## config.mk

```make
export PLATFORM = sky130hd
export DESIGN_NAME = serial_adder
export DESIGN_NICKNAME = d
export VERILOG_FILES = /design/src/rtl/coa_pkg.sv /design/src/rtl/FA.sv /design/src/rtl/serial_adder.sv
export SDC_FILE = /design/constraint.sdc
export NUM_CORES = 1
export LEC_CHECK = 0
export CAP_MARGIN = 20
export CORE_MARGIN = 1
export CORE_UTILIZATION = 47
export DETAILED_ROUTE_END_ITERATION = 8
export PLACE_DENSITY = 0.75
export SLEW_MARGIN = 40
export SYNTH_ARGS = -nofsm -noshare
export SYNTH_HDL_FRONTEND = slang
export SYNTH_SLANG_ARGS = --single-unit
```

## constraint.sdc

```tcl
create_clock -name clk -period 1.28 [get_ports clk]
set_input_delay 0.192 -clock clk [delete_from_list [all_inputs] [get_ports clk]]
set_output_delay 0.192 -clock clk [all_outputs]
set_load 0.01 [all_outputs]
```

## src/rtl/coa_pkg.sv

```systemverilog
// Shared definitions for the bit-serial adder.
//   - state encoding of the serial_adder controller
//   - default operand width
package coa_pkg;

   localparam logic [1:0] ST_IDLE = 2'd0;
   localparam logic [1:0] ST_RUN  = 2'd1;
   localparam logic [1:0] ST_DONE = 2'd2;

   typedef enum logic [1:0] {
      IDLE = ST_IDLE,
      RUN  = ST_RUN,
      DONE = ST_DONE
   } state_t;

   localparam int WIDTH_DEFAULT = 8;

endpackage

```

## src/rtl/FA.sv

```systemverilog
// Single-bit full-adder cell, used as the bit slice of serial_adder.
// Ports:
//   a, b  : operand bits
//   ci    : carry in
//   s     : sum bit
//   co    : carry out
module FA (
   input  logic a,
   input  logic b,
   input  logic ci,
   output logic s,
   output logic co
);

   assign s  = a ^ b ^ ci;
   assign co = (a & b) | (ci & (a ^ b));

endmodule

```

## src/rtl/serial_adder.sv

```systemverilog
// Bit-serial WIDTH-bit adder. Operands are latched on an accepted start and
// added LSB-first through one FA cell, one bit per clock, with a registered
// carry. {cout,sum} = a + b + cin is presented with a one-cycle done pulse.
// Ports:
//   clk        : rising-edge clock
//   rst        : asynchronous active-high reset
//   start      : request, sampled only while not busy
//   a, b, cin  : operands, latched on the accepting edge
//   busy       : high while bits are being added
//   done       : one-cycle pulse, sum/cout valid
//   sum, cout  : registered result, held until the next completion
//
// state | meaning
// ------+-------------------------------------------------------
// IDLE  | waiting for start
// RUN   | adding one bit per clock, cnt = bit index being added
// DONE  | result just written; start here chains the next add
module serial_adder
   import coa_pkg::*;
#(
   parameter int WIDTH = WIDTH_DEFAULT
) (
   input  logic             clk,
   input  logic             rst,
   input  logic             start,
   input  logic [WIDTH-1:0] a,
   input  logic [WIDTH-1:0] b,
   input  logic             cin,
   output logic             busy,
   output logic             done,
   output logic [WIDTH-1:0] sum,
   output logic             cout
);

   localparam int            CW       = $clog2(WIDTH);
   localparam logic [CW-1:0] CNT_LAST = CW'(WIDTH - 1);

   state_t           state;
   logic [WIDTH-1:0] a_sr;
   logic [WIDTH-1:0] b_sr;
   // Only the upper WIDTH-1 bits of the sum shift register ever reach the
   // result; the newest bit comes straight from the FA on the final edge.
   logic [WIDTH-2:0] sum_sr;
   logic             carry;
   logic [CW-1:0]    cnt;
   logic             fa_s;
   logic             fa_co;
   logic [WIDTH-1:0] sum_next;

   FA u_fa (
      .a  (a_sr[0]),
      .b  (b_sr[0]),
      .ci (carry),
      .s  (fa_s),
      .co (fa_co)
   );

   assign sum_next = {fa_s, sum_sr};

   always_ff @(posedge clk or posedge rst) begin
      if (rst) begin
         state  <= IDLE;
         busy   <= 1'b0;
         done   <= 1'b0;
         sum    <= '0;
         cout   <= 1'b0;
         a_sr   <= '0;
         b_sr   <= '0;
         sum_sr <= '0;
         carry  <= 1'b0;
         cnt    <= '0;
      end else begin
         case (state)
            IDLE: begin
               if (start) begin
                  a_sr  <= a;
                  b_sr  <= b;
                  carry <= cin;
                  cnt   <= '0;
                  state <= RUN;
                  busy  <= 1'b1;
               end
            end
            RUN: begin
               sum_sr <= sum_next[WIDTH-1:1];
               a_sr   <= a_sr >> 1;
               b_sr   <= b_sr >> 1;
               carry  <= fa_co;
               cnt    <= cnt + 1'b1;
               if (cnt == CNT_LAST) begin
                  sum   <= sum_next;
                  cout  <= fa_co;
                  state <= DONE;
                  busy  <= 1'b0;
                  done  <= 1'b1;
               end
            end
            DONE: begin
               done <= 1'b0;
               if (start) begin
                  a_sr  <= a;
                  b_sr  <= b;
                  carry <= cin;
                  cnt   <= '0;
                  state <= RUN;
                  busy  <= 1'b1;
               end else begin
                  state <= IDLE;
               end
            end
            default: begin
               state <= IDLE;
               busy  <= 1'b0;
               done  <= 1'b0;
            end
         endcase
      end
   end

endmodule

```

Word level (Yosys, flattened, before mapping):

Cells that the tools add are included.

* add/subtract/negate cells: 1
* equal/unequal tests: 6
* multiplexer cells: 17
* bitwise logic cells: 6
* reductions and logical operators: 8

Operators by type and width (number)
* $pmux 8 s2: 2
* $mux 8: 2
* $reduce_and 2->1: 5
* $pmux 1 s2: 3
* $pmux 2 s3: 1
* $pmux 3 s2: 1
* $mux 1: 5
* $mux 2: 2
* $ne 2x2->1 const B: 2
* $add 3x1->3 const B: 1
* $eq 3x3->1 const B: 1
* $mux 3: 1
* $and 1x1->1: 2
* $eq 2x1->1 const B: 1
* $eq 2x2->1 const B: 1
* $logic_not 2->1: 1
* $ne 2x1->1 const B: 1
* $reduce_bool 2->1: 1
* $reduce_or 2->1: 1
* $xor 1x1->1: 2
* $not 1->1: 1
* $or 1x1->1: 1

* register bits after elaboration: 40
* word-level logic and storage cells: 48

Depth between registers and ports, before layout:

Gate-level depths: netlist (run 1).

* word-level depth: 4
* mapped depth: 6
* mapped depth without buffers: 5

Cells and area by module:

From an unflattened synthesis (run 1), not the netlist that was laid out.

* cells, all modules: 160
* area total of the unflattened synthesis: 1786.7 µm²

By module, submodules not included
* serial_adder: instances 1, cells each 159, area an instance 1766.7 µm², seq. area each 1001.0 µm²
* FA: instances 1, cells each 1, area an instance 20.0 µm², seq. area each 0.0 µm²

Least setup slack after synthesis (run 1):

No wires, ideal clock.

* kind: register to register
* start: register cnt[0]
* end: register cout
* arrival time: 1.252 ns
* required time: 1.155 ns
* slack: -0.097 ns
* stages on the path, launching flop included: 5
* period minus slack after synthesis: 1.377 ns
* path through: dfrtp_1 -> ha_1 -> ha_1 -> nand2_8 -> mux2_4

* cells in the longest elaborated chain, start to end: 2

RTL lines
* start, declared: RTL line serial_adder.sv:45 `logic [CW-1:0] cnt;`
* start signal, assigned: RTL line serial_adder.sv:89 `cnt <= cnt + 1'b1;`
* $eq 3x3->1: RTL line serial_adder.sv:90 `if (cnt == CNT_LAST) begin`
* $reduce_and 2->1 (no source line)
* end signal, assigned: RTL line serial_adder.sv:92 `cout <= fa_co;`
* end, declared: RTL line serial_adder.sv:32 `output logic cout`

Every way passes these cells.
A chain may end at the register's enable or synchronous reset.

Final worst setup path (run 1):

* start: register cnt[0]
* end: register cnt[2]

* cells in the longest elaborated chain, start to end: 2

RTL lines
* $add 3x1->3: RTL line serial_adder.sv:89
* $pmux 3 s2: RTL line serial_adder.sv:73 `case (state)`

Every way passes these cells.

==> results of run 1 <==
## Yosys cell counts, drive strengths merged
library cell  instances  area share (%)
dfrtp                40              56
a22o                  2            0.98
ha                    2             1.4
inv                  16             3.4
fa                    1             1.1
nand3                 3            0.84
and2                  1            0.49
mux2i                 3             1.7
mux2                 11             8.8
nand2                23             5.7
nor2                  4            0.84
clkbuf                1            0.21
o21ai                 5             1.4
buf                   9             3.8
nor2b                 2            0.70
o22ai                14             4.9
a21oi                16             6.6
a211oi                1            0.42
nand2b                2            0.70
## kinds of logic (layout without fill, tap and decap cells)
family	count (synthesis)	in the layout	share of synthesized area, %
adder cells (fa/ha/maj)	3	3	2.52
multiplexers	14	14	10.5
flip-flops	40	40	56.0
AO/OA/AOI/OAI	38	38	14.3
buffers and inverters	26	70	7.42
AND/OR/NAND/NOR	35	37	9.31
## metal layers
layer / share of wire (%) / track usage, %
met1: 44 / 20.9
met2: 52 / 33.2
met3: 3.4 / 4.35
met4: 1.2 / 5.11
met5: 0 / 0
## metrics by stage
stage / setup TNS [ps] / setup WS, ps / power [mW] / cell area (sq um)
after global placement: -768 / -50.2 / 4.69 / 2220
final: -163 / -42.9 / 5.60 / 2370
after CTS: -193 / -44.6 / 5.54 / 2320
after global routing: -514 / -89.7 / 6.03 / 2370
after floorplan: -9.58 / -9.58 / 3.97 / 1800
after detailed placement: -1410 / -73.7 / 4.82 / 2220
## where the power goes
part | switching (mW) | total [mW] | internal (mW)
Combinational | 1.22 | 2.63 | 1.41
Clock | 0.382 | 0.733 | 0.351
Sequential | 0.373 | 2.23 | 1.86
Total | 1.98 | 5.60 | 3.62
## worst min-delay path, delay by kind of cell
family | cells | cell delay [ps]
buf+inv | 3 | 710
## layout make-up
type                    count  area [sq um]
repair buffers             49           453
flip-flops and latches     40          1000
multi-input cells          92           722
fillers                   309          1290
well taps                  48          60.1
clock buffers               5          68.8
inverters                  16          60.1
## repair_timing
action | 4_1_cts | 5_1_grt
hold buffers | 0 | 0
resized for setup | 14 | 9
endpoints found under the setup margin | 22 | 23
hold endpoints to repair | 0 | 0
buffers inserted | 2 | 1
pin swaps | 1 | 0
gates cloned | 2 | 0
## state kept, by name (all words and copies together) (netlist names)
signal and cells:
sum 8, b_sr 8, cnt 3, done 1
sum_sr 7, busy 1, state 2, a_sr 8
carry 1, cout 1
## how the worst max path moves through the flow
stage                          endpoint                 start  cells past startpoint  slack, ps
CTS                  cnt[2]$_DFFE_PP0P_    cnt[0]$_DFFE_PP0P_                      4        -40
detailed placement   sum[3]$_DFFE_PP0P_  state[1]$_DFFE_PP0P_                      3        -70
floorplan            cnt[2]$_DFFE_PP0P_    cnt[1]$_DFFE_PP0P_                      4        -10
finish               cnt[2]$_DFFE_PP0P_    cnt[0]$_DFFE_PP0P_                      4        -40
global route         cnt[2]$_DFFE_PP0P_    cnt[0]$_DFFE_PP0P_                      4        -90
global placement    b_sr[6]$_DFFE_PP0P_                 start                      5        -50
==> flow_metrics.py, run 1 <==
metrics = {
    "synthesis": {
        "yosys_register_bits": 40,
        "yosys_warnings": 0,
        "yosysSeqAreaShare_pct": 56.0,
        "syn-cell-area_sq_mm": 0.00179,
        "yosysUniqueCellTypes": 24,
        "syn-instance-count": 156,
        "synth_area_per_cell_sq_um": 11.5,
        "synth_nets": 179,
    },
    "global_route": {
        "antenna_found_initial": 0,
        "grt_usage_pct": 18.2,
        "grt_pass1_vias": 1271,
        "overflow": 0,
        "grt_max_degree": 41,
        "grt_pass1_wl_um": 5620,
    },
    "critical_path": {
        "crit_chain": "ha_2 > ha_4 > mux2_2 > a22o_1",
        "critPathTopFamily": "flip-flops",
        "end_kind": "flip-flop",
        "path_max_fanout": 2,
        "crit_type": "flip-flop to flip-flop",
        "critPathRequiredTime_ps": 1460,
        "crit_arrival_ps": 1500,
        "cp-start-kind": "flip-flop",
        "critical_path_buf_inv_count": 0,
        "timing.rr.end": "cnt[2]$_DFFE_PP0P_",
        "r2r_cells": 4,
        "timing.rr.start": "cnt[0]$_DFFE_PP0P_",
        "regToRegSetupSlack_ps": -40,
        "crit_path_top_delay_cell": "dfrtp_1",
        "max_stage_delay_ps": 400,
    },
    "final_layout": {
        "nNetsFinal": 227,
        "fin_util_pct": 64.6,
        "final_cell_mix": "dfrtp_1, nand2_1, clkdlybuf4s50_1",
        "diodes": 0,
        "synthToLayoutAreaGrowth_pct": 32.3,
        "final_cells": 250,
        "layout-drive-gt1-share_pct": 28.7,
        "final_common_cell": "dfrtp_1",
    },
    "floorplanning": {
        "die_w_um": 63.7,
        "design.die.area_sq_mm": 0.00406,
        "ios": 31,
        "fp-row-count": 22,
        "die_h_um": 63.7,
        "core-area_sq_mm": 0.00366,
        "initial_utilization_pct": 48.8,
    },
    "sta": {
        "fin_ws_ps": -42.9,
        "setup_viol": 10,
        "holdWs_ps": 252,
        "min_period_ps": 1320,
        "fmax_mhz": 756,
        "fin_worst_skew_ps": 2.84,
        "fin_crit_sh_pct": 103,
        "hold_viol": 0,
        "rsz0062_at_grt": "yes",
        "max-slew-margin-rel_pct": 84.9,
        "worst_pin_slew_ps": 224,
        "report.final.slew_viol_count": 0,
    },
    "place": {
        "dp.cells": 240,
        "gp_congestion": 0.708,
        "dpl.hpwl_um": 2270,
        "numPortBuffers": 30,
    },
    "route": {
        "vias": 1246,
        "ant_nets": 0,
        "wirelength_um": 3220,
        "drtIter0Drc": 71,
        "wl_per_cell_um": 12.9,
        "viasPerCell": 4.98,
        "first_pass_iters": 4,
        "drc": 0,
    },
    "flow_run": {
        "drv_cap": 0,
    },
    "cts": {
        "htreeDepth": 2,
        "clockBufferDepth": 2,
        "clk_pin_slew_ps": 70,
        "numClockSinks": 40,
        "cts_buffers": 5,
        "ctsRootBufferMaster": "clkbuf_8",
        "clk_latency_ps": 290,
        "cts_tree": "built",
    },
    "run_status": {
        "status": "finished with violations",
        "failed_checks": "setup timing",
    },
    "power": {
        "p_leak_nw": 1.16,
        "ir_drop_mv": 1.19,
        "power.density_mw_per_mm2": 2360,
    },
    "hold_path": {
        "hp-class": "primary input to asynchronous set/reset pin",
    },
}
No activity file was read; power rests on OpenSTA's default activity.
==> run 2, diff against run 1 <==
ABC_AREA = 1   (was unset)
CORE_UTILIZATION = 30   (was 47)
PLACE_DENSITY = 0.52   (was 0.75)
SETUP_SLACK_MARGIN = 0.3   (was unset)
==> run 2 against run 1 <==
  * The run now ends clean
  * Synthesized cell count up 45%
  * Sequential share of layout area down 10 points
  * Critical path depth down 1
  * Via count up 34%
  * First-iteration DRC count down 31%
  * Cell area up 31%
  * Clock power up 24%
  * Register-to-register slack better by 130 ps
  * Sequential power about the same
  * Critical endpoint is now sum[7]$_DFFE_PP0P_
==> flow_metrics.py, run 2 <==
metrics = {
    "synthesis": {
        "synth_nets": 249,
        "yosysUniqueCellTypes": 16,
        "yosys_register_bits": 40,
        "synth.largest_area_cell": "dfrtp_1",
        "synthTopCellsByArea": "dfrtp_1, nand2_1, nand3_1",
        "yosysSeqAreaShare_pct": 53.8,
        "synth_area_per_cell_sq_um": 8.23,
        "async_reset_ff_share_pct": 100,
        "synth.most_common_cell": "nand2_1",
        "synth_common_cells": "nand2_1, dfrtp_1, nand3_1",
        "yosys_warnings": 0,
        "synth_edf_count": 0,
        "syn-instance-count": 226,
        "syn-cell-area_sq_mm": 0.00186,
        "synth_top_area_share_pct": 53.8,
        "synthFlopType": "dfrtp_1",
    },
    "route": {
        "routed-wl-met3_um": 188,
        "vias": 1665,
        "wl_met2_um": 2600,
        "wirelength_um": 5040,
        "first_pass_iters": 4,
        "drc": 0,
        "drtIter0Drc": 49,
        "ant_nets": 0,
        "viasPerCell": 4.55,
        "met1_length_um": 2190,
        "wl_per_cell_um": 13.8,
        "top_layer_used": "met4",
    },
    "global_route": {
        "grt_usage_pct": 17.5,
        "overflow": 0,
        "grt_max_degree": 27,
        "grt_pass1_wl_um": 8430,
        "antenna_found_initial": 0,
        "grt_pass1_vias": 1739,
    },
    "floorplanning": {
        "die_w_um": 80.7,
        "ios": 31,
        "initial_utilization_pct": 31.2,
        "fp-row-count": 28,
        "die_h_um": 80.7,
        "design.die.area_sq_mm": 0.00652,
        "core-area_sq_mm": 0.00596,
    },
    "cts": {
        "clk_latency_ps": 290,
        "cts_tree": "built",
        "clk_pin_slew_ps": 80,
        "ctsRootBufferMaster": "clkbuf_8",
        "ctsHoldBuffers": 0,
        "clockBufferDepth": 2,
        "cts_buffers": 5,
        "htreeDepth": 2,
        "numClockSinks": 40,
    },
    "critical_path": {
        "cp-start-kind": "flip-flop",
        "crit_type": "flip-flop to flip-flop",
        "crit_arrival_ps": 1420,
        "path_max_fanout": 2,
        "crit_chain": "fa_2 > nand3_2 > nand2_1",
        "end_kind": "flip-flop",
        "critPathRequiredTime_ps": 1510,
        "crit_path_top_delay_cell": "fa_2",
        "max_stage_delay_ps": 600,
    },
    "power": {
        "ir_drop_mv": 1.21,
        "sw_frac_of_total_pct": 39.8,
        "intPower_mw": 4.63,
        "pwr-share-seq_pct": 29.3,
        "power.density_mw_per_mm2": 2480,
        "pwr-share-clk_pct": 11.8,
        "p_comb_share_pct": 58.9,
        "p_leak_nw": 1.55,
        "switchingPower_mw": 3.07,
    },
    "sta": {
        "rsz0062_at_grt": "yes",
        "max-slew-margin-rel_pct": 86.4,
        "report.final.slew_viol_count": 0,
        "fin_worst_skew_ps": 8.42,
        "hold_viol": 0,
        "fmax_mhz": 838,
        "holdWs_ps": 283,
        "fin_crit_sh_pct": 93.2,
        "tns_ps": 0,
        "worst_pin_slew_ps": 204,
        "setup_viol": 0,
        "min_period_ps": 1190,
    },
    "final_layout": {
        "diodes": 0,
        "final_common_cell": "nand2_1",
        "synthToLayoutAreaGrowth_pct": 67.1,
        "final_cell_mix": "nand2_1, dfrtp_1, nand3_2",
        "reg_top3": "a_sr: 8 flops, b_sr: 8 flops, sum: 8 flops",
        "layout-drive-gt1-share_pct": 44.7,
        "nNetsFinal": 314,
        "final_area_sq_mm": 0.00311,
    },
    "flow_run": {
        "drv_cap": 0,
    },
    "place": {
        "gp_congestion": 0.735,
        "numPortBuffers": 30,
        "dpl.hpwl_um": 2750,
        "placed_area_sq_mm": 0.00241,
    },
    "run_status": {
        "status": "finished clean",
    },
    "hold_path": {
        "hp-class": "primary input to asynchronous set/reset pin",
    },
}
## run 2: cell count changes after synthesis, sizes merged, moves of 7 or more
cell	previous run	this run
a21oi	16	0
inv	16	9
mux2	11	0
nand2	23	127
nand3	3	30
o22ai	14	0
## run 2: final cells by class
class	instances	area (sq um)
repair buffers	68	806
inverters	9	50.0
clock buffers	7	96.3
well taps	75	93.8
fillers	563	2850
multi-input cells	167	1060
flip-flops and latches	40	1000
## run 2: cells by family after synthesis
logic type      Yosys count  synth area share [%]
compound gates            4                  1.08
fa+ha+maj                 3                  2.42
buf+inv                  21                  7.13
flops                    40                  53.8
simple gates            158                  35.5
## run 2: worst paths after layout
check | startpoint | to | slack (ps) | depth (start not counted)
hold reg to reg | sum[6]$_DFFE_PP0P_ | sum[6]$_DFFE_PP0P_ | 480 | 2
hold / removal | rst | sum_sr[1]$_DFFE_PP0N_ | 280 | 3
max in group asynchronous | rst | state[0]$_DFFE_PP0P_ | 800 | 3
min in group clk | a[7] | a_sr[7]$_DFFE_PP0P_ | 460 | 3
setup / recovery | carry$_DFFE_PP0P_ | sum[7]$_DFFE_PP0P_ | 90 | 3
setup reg to reg | carry$_DFFE_PP0P_ | sum[7]$_DFFE_PP0P_ | 90 | 3
## run 2: power groups by stage
stage / combinational, mW / clock (mW) / sequential (mW)
2_1_floorplan: 1.93 / 0 / 2.21
3_3_place_gp: 2.61 / 0 / 2.24
3_5_place_dp: 2.66 / 0 / 2.23
4_1_cts: 4.18 / 0.943 / 2.21
5_1_grt: 4.95 / 0.989 / 2.33
6_report: 4.54 / 0.906 / 2.26
## run 2: timing repair
action	in CTS	in global routing
gates cloned	8	0
resized for setup	83	37
endpoints found under the setup margin	51	51
buffers inserted	19	3
pin swaps	30	22
## run 2: per-stage QoR
| stage | total power, mW | utilization [%] | instances | setup WS [ps] |
|---|---|---|---|---|
| floorplan | 4.14 | - | 226 | 157 |
| global placement | 4.85 | 40.5 | 329 | -89.4 |
| detailed placement | 4.89 | 40.5 | 329 | -77.3 |
| CTS | 7.33 | 49.9 | 363 | 88.1 |
| global route | 8.27 | 52.2 | 366 | 50.9 |
| finish | 7.70 | 52.2 | 366 | 86.7 |
## run 2: critical path, delay by kind of cell, from the launching register on
kind                       cells  cell delay [ps]
DFF                            1              410
adders and majority gates      1              600
and+or+nand+nor                2              120
## run 2: layer usage
| metal | up-vias | global-route usage [%] |
|---|---|---|
| met5 | - | 0 |
| met4 | 0 | 4.82 |
| met3 | 7 | 3.52 |
| met2 | 29 | 30.9 |
| met1 | 797 | 21.6 |
| li1 | 832 | - |
==> run 3, diff against run 2 <==
SKIP_LAST_GASP = 1   (was unset)
==> results of run 3 <==
The final DEF is identical to that of run 2; final timing and power are the same.
